### config.mk
export PLATFORM = sky130hd
export DESIGN_NAME = window_fetch_unit
export DESIGN_NICKNAME = d
export VERILOG_FILES = /design/src/rtl/sobel_win_pkg.sv /design/src/rtl/window_fetch_unit_addr_gen.sv /design/src/rtl/window_fetch_unit.sv
export SDC_FILE = /design/constraint.sdc
export NUM_CORES = 1
export LEC_CHECK = 0
export CORE_MARGIN = 5
export CORE_UTILIZATION = 51
export DETAILED_ROUTE_END_ITERATION = 7
export PLACE_DENSITY = 0.85
export SETUP_SLACK_MARGIN = 0.1
export SLEW_MARGIN = 40
export SYNTH_ARGS = -nofsm -noshare
export SYNTH_HDL_FRONTEND = slang
export SYNTH_SLANG_ARGS = --single-unit
### constraint.sdc
create_clock -name clk -period 4.5 [get_ports clk]
set_clock_uncertainty 0.15 [all_clocks]
set_input_delay 0.45 -clock clk [delete_from_list [all_inputs] [get_ports clk]]
set_output_delay 0.45 -clock clk [all_outputs]
set_load 0.02 [all_outputs]
### src/rtl/sobel_win_pkg.sv
// Shared types and constants for the Sobel 3x3 window fetch unit.
package sobel_win_pkg;

  typedef enum logic [1:0] {
    DIR_NONE  = 2'b00,
    DIR_RIGHT = 2'b01,
    DIR_LEFT  = 2'b10,
    DIR_DOWN  = 2'b11
  } dir_t;

  typedef enum logic [1:0] {
    IDLE,
    REQ,
    CAPTURE,
    COMMIT
  } wf_state_t;

  localparam int NUM_INIT = 9;
  localparam int NUM_MOVE = 3;
  localparam int IDX_W    = 4;

  function automatic logic [IDX_W-1:0] last_index(input logic init);
    return init ? IDX_W'(NUM_INIT - 1) : IDX_W'(NUM_MOVE - 1);
  endfunction

endpackage

### src/rtl/window_fetch_unit_addr_gen.sv
// win_addr_gen: maps (centre, stride, fetch mode, pixel index) to the SRAM address.
// All arithmetic wraps modulo 2**ADDR_W.
module win_addr_gen
  import sobel_win_pkg::*;
#(
  parameter int ADDR_W = 8
) (
  input  logic [ADDR_W-1:0] center,
  input  logic [ADDR_W-1:0] stride,
  input  logic              init,
  input  dir_t              dir,
  input  logic [IDX_W-1:0]  idx,
  output logic [ADDR_W-1:0] addr
);

  logic [1:0]        row_sel;
  logic [1:0]        col_sel;
  logic [ADDR_W-1:0] row_off;
  logic [ADDR_W-1:0] col_off;

  always_comb begin
    row_sel = 2'd1;
    col_sel = 2'd1;
    if (init) begin
      case (idx)
        4'd0:    {row_sel, col_sel} = {2'd0, 2'd0};
        4'd1:    {row_sel, col_sel} = {2'd0, 2'd1};
        4'd2:    {row_sel, col_sel} = {2'd0, 2'd2};
        4'd3:    {row_sel, col_sel} = {2'd1, 2'd0};
        4'd4:    {row_sel, col_sel} = {2'd1, 2'd1};
        4'd5:    {row_sel, col_sel} = {2'd1, 2'd2};
        4'd6:    {row_sel, col_sel} = {2'd2, 2'd0};
        4'd7:    {row_sel, col_sel} = {2'd2, 2'd1};
        4'd8:    {row_sel, col_sel} = {2'd2, 2'd2};
        default: {row_sel, col_sel} = {2'd1, 2'd1};
      endcase
    end else begin
      // Moves fetch one edge of the window: idx walks down a column or across a row.
      case (dir)
        DIR_RIGHT: begin row_sel = idx[1:0]; col_sel = 2'd2;     end
        DIR_LEFT:  begin row_sel = idx[1:0]; col_sel = 2'd0;     end
        DIR_DOWN:  begin row_sel = 2'd2;     col_sel = idx[1:0]; end
        default:   begin row_sel = 2'd1;     col_sel = 2'd1;     end
      endcase
    end
  end

  always_comb begin
    case (row_sel)
      2'd0:    row_off = '0 - stride;
      2'd2:    row_off = stride;
      default: row_off = '0;
    endcase
    case (col_sel)
      2'd0:    col_off = '1;
      2'd2:    col_off = ADDR_W'(1);
      default: col_off = '0;
    endcase
    addr = center + row_off + col_off;
  end

endmodule

### src/rtl/window_fetch_unit.sv
// Fetches the 3x3 Sobel window from image SRAM: full load on load_initial, one edge per move.
// Optional read watchdog enabled by defining FETCH_TIMEOUT_EN.
//
// state   | meaning
// IDLE    | window stable, waiting for load_initial or move_strobe
// REQ     | read request for pixel idx held until mem_rvalid (or stale response drained)
// CAPTURE | pixel stored in stage[idx]; last pixel also commits the window
// COMMIT  | window updated, fetch_done pulses
module window_fetch_unit
  import sobel_win_pkg::*;
#(
  parameter int PIXEL_W     = 8,
  parameter int ADDR_W      = 8,
  parameter int TIMEOUT_CYC = 255
) (
  input  logic                 clk,
  input  logic                 n_reset,
  input  logic                 load_initial,
  input  logic                 move_strobe,
  input  logic [1:0]           direction,
  input  logic [ADDR_W-1:0]    center_addr,
  input  logic [11:0]          row_stride,
  output logic                 mem_rd,
  output logic [ADDR_W-1:0]    mem_addr,
  input  logic [PIXEL_W-1:0]   mem_rdata,
  input  logic                 mem_rvalid,
  output logic [9*PIXEL_W-1:0] window,
  output logic                 window_valid,
  output logic                 busy,
  output logic                 fetch_done,
  output logic                 fetch_error
);

  wf_state_t          state, state_nxt;
  logic [IDX_W-1:0]   idx;
  logic               init_q;
  dir_t               dir_q;
  logic [ADDR_W-1:0]  c_q;
  logic [ADDR_W-1:0]  s_q;
  logic               drop;
  logic [PIXEL_W-1:0] rdata_q;
  logic [PIXEL_W-1:0] stage     [NUM_INIT];
  logic [PIXEL_W-1:0] stage_eff [NUM_INIT];
  logic [PIXEL_W-1:0] win       [NUM_INIT];
  logic [ADDR_W-1:0]  tgt_addr;
  logic               accept_move;
  logic               last_pix;
  logic               wd_expire;
  logic               unused_stride_hi;

  assign unused_stride_hi = ^row_stride[11:ADDR_W];
  assign accept_move = !load_initial && (state == IDLE) && move_strobe && window_valid;
  assign last_pix    = (idx == last_index(init_q));

  win_addr_gen #(.ADDR_W(ADDR_W)) u_addr_gen (
    .center (c_q),
    .stride (s_q),
    .init   (init_q),
    .dir    (dir_q),
    .idx    (idx),
    .addr   (tgt_addr)
  );

  always_ff @(posedge clk or negedge n_reset) begin
    if (!n_reset) state <= IDLE;
    else          state <= state_nxt;
  end

  always_comb begin
    state_nxt  = state;
    mem_rd     = 1'b0;
    busy       = (state != IDLE);
    fetch_done = 1'b0;
    case (state)
      IDLE: begin
        if (accept_move) state_nxt = (dir_t'(direction) == DIR_NONE) ? COMMIT : REQ;
      end
      REQ: begin
        // While draining an aborted read no new request may be issued.
        mem_rd = !drop;
        if (mem_rvalid && !drop) state_nxt = CAPTURE;
        else if (wd_expire)      state_nxt = IDLE;
      end
      CAPTURE: state_nxt = last_pix ? COMMIT : REQ;
      COMMIT: begin
        fetch_done = 1'b1;
        state_nxt  = IDLE;
      end
      default: state_nxt = IDLE;
    endcase
    if (load_initial) state_nxt = REQ;
  end

  assign mem_addr = mem_rd ? tgt_addr : '0;

  // The last pixel goes straight from rdata_q into the window so it is updated when fetch_done rises.
  always_comb begin
    for (int i = 0; i < NUM_INIT; i++)
      stage_eff[i] = (IDX_W'(i) == idx) ? rdata_q : stage[i];
  end

  always_ff @(posedge clk or negedge n_reset) begin
    if (!n_reset) begin
      c_q          <= '0;
      s_q          <= '0;
      init_q       <= 1'b0;
      dir_q        <= DIR_NONE;
      idx          <= '0;
      drop         <= 1'b0;
      rdata_q      <= '0;
      window_valid <= 1'b0;
      for (int i = 0; i < NUM_INIT; i++) begin
        stage[i] <= '0;
        win[i]   <= '0;
      end
    end else if (load_initial) begin
      c_q    <= center_addr;
      s_q    <= row_stride[ADDR_W-1:0];
      init_q <= 1'b1;
      dir_q  <= DIR_NONE;
      idx    <= '0;
      drop   <= (state == REQ) && !mem_rvalid;
      if (state != IDLE) window_valid <= 1'b0;
    end else begin
      if (accept_move) begin
        c_q    <= center_addr;
        s_q    <= row_stride[ADDR_W-1:0];
        init_q <= 1'b0;
        dir_q  <= dir_t'(direction);
        idx    <= '0;
      end
      if (state == REQ && mem_rvalid) begin
        if (drop) drop    <= 1'b0;
        else      rdata_q <= mem_rdata;
      end
      if (state == CAPTURE) begin
        stage[idx] <= rdata_q;
        idx        <= idx + 1'b1;
        if (last_pix) begin
          window_valid <= 1'b1;
          if (init_q) begin
            for (int i = 0; i < NUM_INIT; i++) win[i] <= stage_eff[i];
          end else begin
            case (dir_q)
              DIR_RIGHT: for (int r = 0; r < 3; r++) begin
                win[r*3]   <= win[r*3+1];
                win[r*3+1] <= win[r*3+2];
                win[r*3+2] <= stage_eff[r];
              end
              DIR_LEFT: for (int r = 0; r < 3; r++) begin
                win[r*3+2] <= win[r*3+1];
                win[r*3+1] <= win[r*3];
                win[r*3]   <= stage_eff[r];
              end
              DIR_DOWN: for (int c = 0; c < 3; c++) begin
                win[c]   <= win[3+c];
                win[3+c] <= win[6+c];
                win[6+c] <= stage_eff[c];
              end
              default: ;
            endcase
          end
        end
      end
      if (wd_expire) begin
        window_valid <= 1'b0;
        drop         <= 1'b0;
      end
    end
  end

`ifdef FETCH_TIMEOUT_EN
  localparam int WD_W = $clog2(TIMEOUT_CYC + 1);
  logic [WD_W-1:0] wd_cnt;
  logic            error_q;

  assign wd_expire   = (state == REQ) && !mem_rvalid && !load_initial && (wd_cnt == '0);
  assign fetch_error = error_q;

  always_ff @(posedge clk or negedge n_reset) begin
    if (!n_reset)                                                   wd_cnt <= WD_W'(TIMEOUT_CYC - 1);
    else if (state == REQ && !mem_rvalid && !load_initial && !wd_expire) wd_cnt <= wd_cnt - 1'b1;
    else                                                            wd_cnt <= WD_W'(TIMEOUT_CYC - 1);
  end

  always_ff @(posedge clk or negedge n_reset) begin
    if (!n_reset)          error_q <= 1'b0;
    else if (load_initial) error_q <= 1'b0;
    else if (wd_expire)    error_q <= 1'b1;
  end
`else
  logic unused_timeout;
  assign unused_timeout = (TIMEOUT_CYC == 0);
  assign wd_expire      = 1'b0;
  assign fetch_error    = 1'b0;
`endif

  always_comb begin
    window = '0;
    for (int i = 0; i < NUM_INIT; i++) window[i*PIXEL_W +: PIXEL_W] = win[i];
  end

endmodule

==> metrics <==
TritonCTS Buffers=17; vias per cell=6.53; Placed Instances=1363; failing checks=negative setup slack; Worst EP required=3.90 ns; Highest Signal Layer=met5; n_diodes=0; GRT Total Usage=0.284; hold_ws=0.359 ns; Cell Pwr Density=339 nW/um^2; core region area=19500 um^2; Placer Congestion=0.900; Max-slew headroom=0.464; largest net degree at the start of global routing=84; Synth Area per Inst=9.96 um^2; Seq/Total Area, Yosys=0.442; Worst-Margin Slew=0.804 ns; most frequent cells in the layout=176 x dfrtp_1, 148 x nand2_1, 107 x clkdlybuf4s50_1; Worst R2R Start=dir_q[1]; period utilization=1.06; first-pass GRT wire length=50000 um; Cell variety after synth=52; area leader, netlist=dfrtp_1; fin area=12500 um^2; internal reg-to-reg setup slack=1.10 ns; cell row count=51; Root Buffer=clkbuf_16; nets=1184; leakage dissipation=5.72 nW; Post-Syn Instances=1018; synthesized cell area=10100 um^2; CTS tree=done; routed wl met2=15500 um; commonest non-fill, non-tap cell in the layout=dfrtp_1; unrepaired setup endpoints after global routing=yes; final hold violation count=0; setup_tns=-0.398 ns; worst vdd ir=0.000278 V; RR Endpoint=window[46]; vias=9179; Synth Register Bits=179; post-route ant nets=0; initial core utilization=0.519; initial DRC count=1209; Synthesized Nets=1075; Core Util, Final=0.640; CP Max Fanout=2; initial antenna violation count=1; clock-pin slew on the worst setup and hold paths=0.07 ns; CP Capture Type=primary output; post-layout min period=4.76 ns; die area=22800 um^2; met3 WL=3540 um; Post-DP Area=11700 um^2; DR pass1 iterations=7; main flop type after synthesis=dfrtp_1; Worst Setup SP=dir_q[1]; Area contributors post-synth=dfrtp_1 44%, mux2_2 11%, nand2_1 5.5%; DR WL/cell=23.0 um; Post-synth EDFFs=0; Total Power=4.24 mW; Max clock buf depth=2; status=finished with violations; r2r worst-path depth=9; vias in the first global route=8853; Final Non-Filler Cells=1405; die width=151 um; CP Capture Point=mem_addr[7]; met1 WL=11700 um; Die Ht=151 um; # DRC=0; Final Max Tran Viols=0; IO Count=120; Worst setup SP type=register; Detailed Place HPWL=21600 um; share of Yosys cell area claimed by the top area cell type=0.442; Post-Route WL=32400 um; Area growth syn-to-layout=23.3%; H-tree Lvls=4; Clk Latency, worst-skew pair=0.45 ns; endpoints failing setup=3; Arr. time, crit path=4.16 ns; Post-synth ARST share=1.00; DP Worst Slack=-0.378 ns; max capacitance violation total=0; Setup CP Type=reg -> out; GRT overflow=0; final worst slack=-0.257 ns; worst hold-check path type=reg -> reg; FMAX=210 MHz; Sink Count=179; PortBufs=114; warnings from Yosys=0; filler cell count=1487; layout cells sized above 1=0.218
-- repair_timing --
| action | 4_1_cts | 5_1_grt |
|---|---|---|
| pin swaps | 4 | 14 |
| setup endpoints to repair | 6 | 5 |
| endpoints found under the hold margin | 67 | 0 |
| setup buffers | 5 | 6 |
| hold buffers | 1 | 0 |
| gates resized for setup | 40 | 24 |
-- how the worst min path moves through the flow --
stage,to,slack (ns),depth (start not counted),start
final,stage[35],0.36,1,stage[35]
after global routing,stage[55],0.38,1,stage[55]
after CTS,stage[67],0.36,1,stage[67]
after detailed placement,stage[2],0.34,1,stage[2]
after global placement,drop,0.33,1,drop
after floorplan,c_q[0],0.004,0,n_reset
-- cell families after synthesis --
family	count (synthesis)	share of synthesized area
adders and majority gates	22	0.0331
muxes	135	0.146
and+or+nand+nor	254	0.110
buffers and inverters	108	0.0444
AOI/OAI and AO/OA	306	0.213
other	1	0.000370
DFF	179	0.442
xor gates and xnor gates	13	0.0112
-- sequential cells by signal, indices dropped and copies added (netlist names) --
name          cells
stage            72
window           72
dir_q             2
rdata_q           8
s_q               8
c_q               8
drop              1
idx               4
window_valid      1
init_q            1
state             2
-- cell usage after synthesis (9+ instances only) --
cell      count
a211oi_1     48
a21o_1       43
a21oi_1       9
a22o_1       33
a22oi_1      24
a311oi_1     32
buf_2        24
clkbuf_1     57
dfrtp_1     179
ha_1         14
inv_1        20
mux2_2      103
mux2i_1      31
nand2_1     149
nand3_1      35
nor2_1       30
o21ai_0      84
o22ai_1       9
xnor2_1       9
-- critical path, cell delays in order (launching register included) --
cell	delay, ns
dfrtp_1	0.39
inv_2	0.06
ha_4	0.27
a21oi_2	0.05
or3_4	0.35
nand2_4	0.08
mux2i_1	0.07
or2_4	0.23
fa_1	0.44
inv_1	0.09
ha_2	0.19
inv_2	0.04
fa_2	0.37
nor2b_4	0.16
o21ai_2	0.06
nand2b_1	0.09
a31oi_1	0.12
xnor2_1	0.24
mux2i_2	0.22
buf_4	0.16
-- layout make-up --
cell class                 instances  area (um^2)  share of cell area
clock inverter                    15          159              0.0127
sequential                       179         4490               0.359
clock buffer                      17          425              0.0340
tap                              265          332              0.0265
timing repair buffer             177         1650               0.132
multi-input combinational        731         5370               0.430
inverter                          21         78.8             0.00631
-- report_power, final --
part,leakage [nW],switching (mW),internal [mW],total [mW]
clock,0.281,0.746,0.744,1.49
combinational,3.02,0.450,0.441,0.891
sequential,2.43,0.174,1.68,1.86
-- layer usage --
layer	GRT usage	up-vias
met5	0	-
met4	0.131	2
met3	0.0652	148
met2	0.465	648
met1	0.360	4466
li1	-	3915
Note: power is estimated with default switching activity, not from simulation.
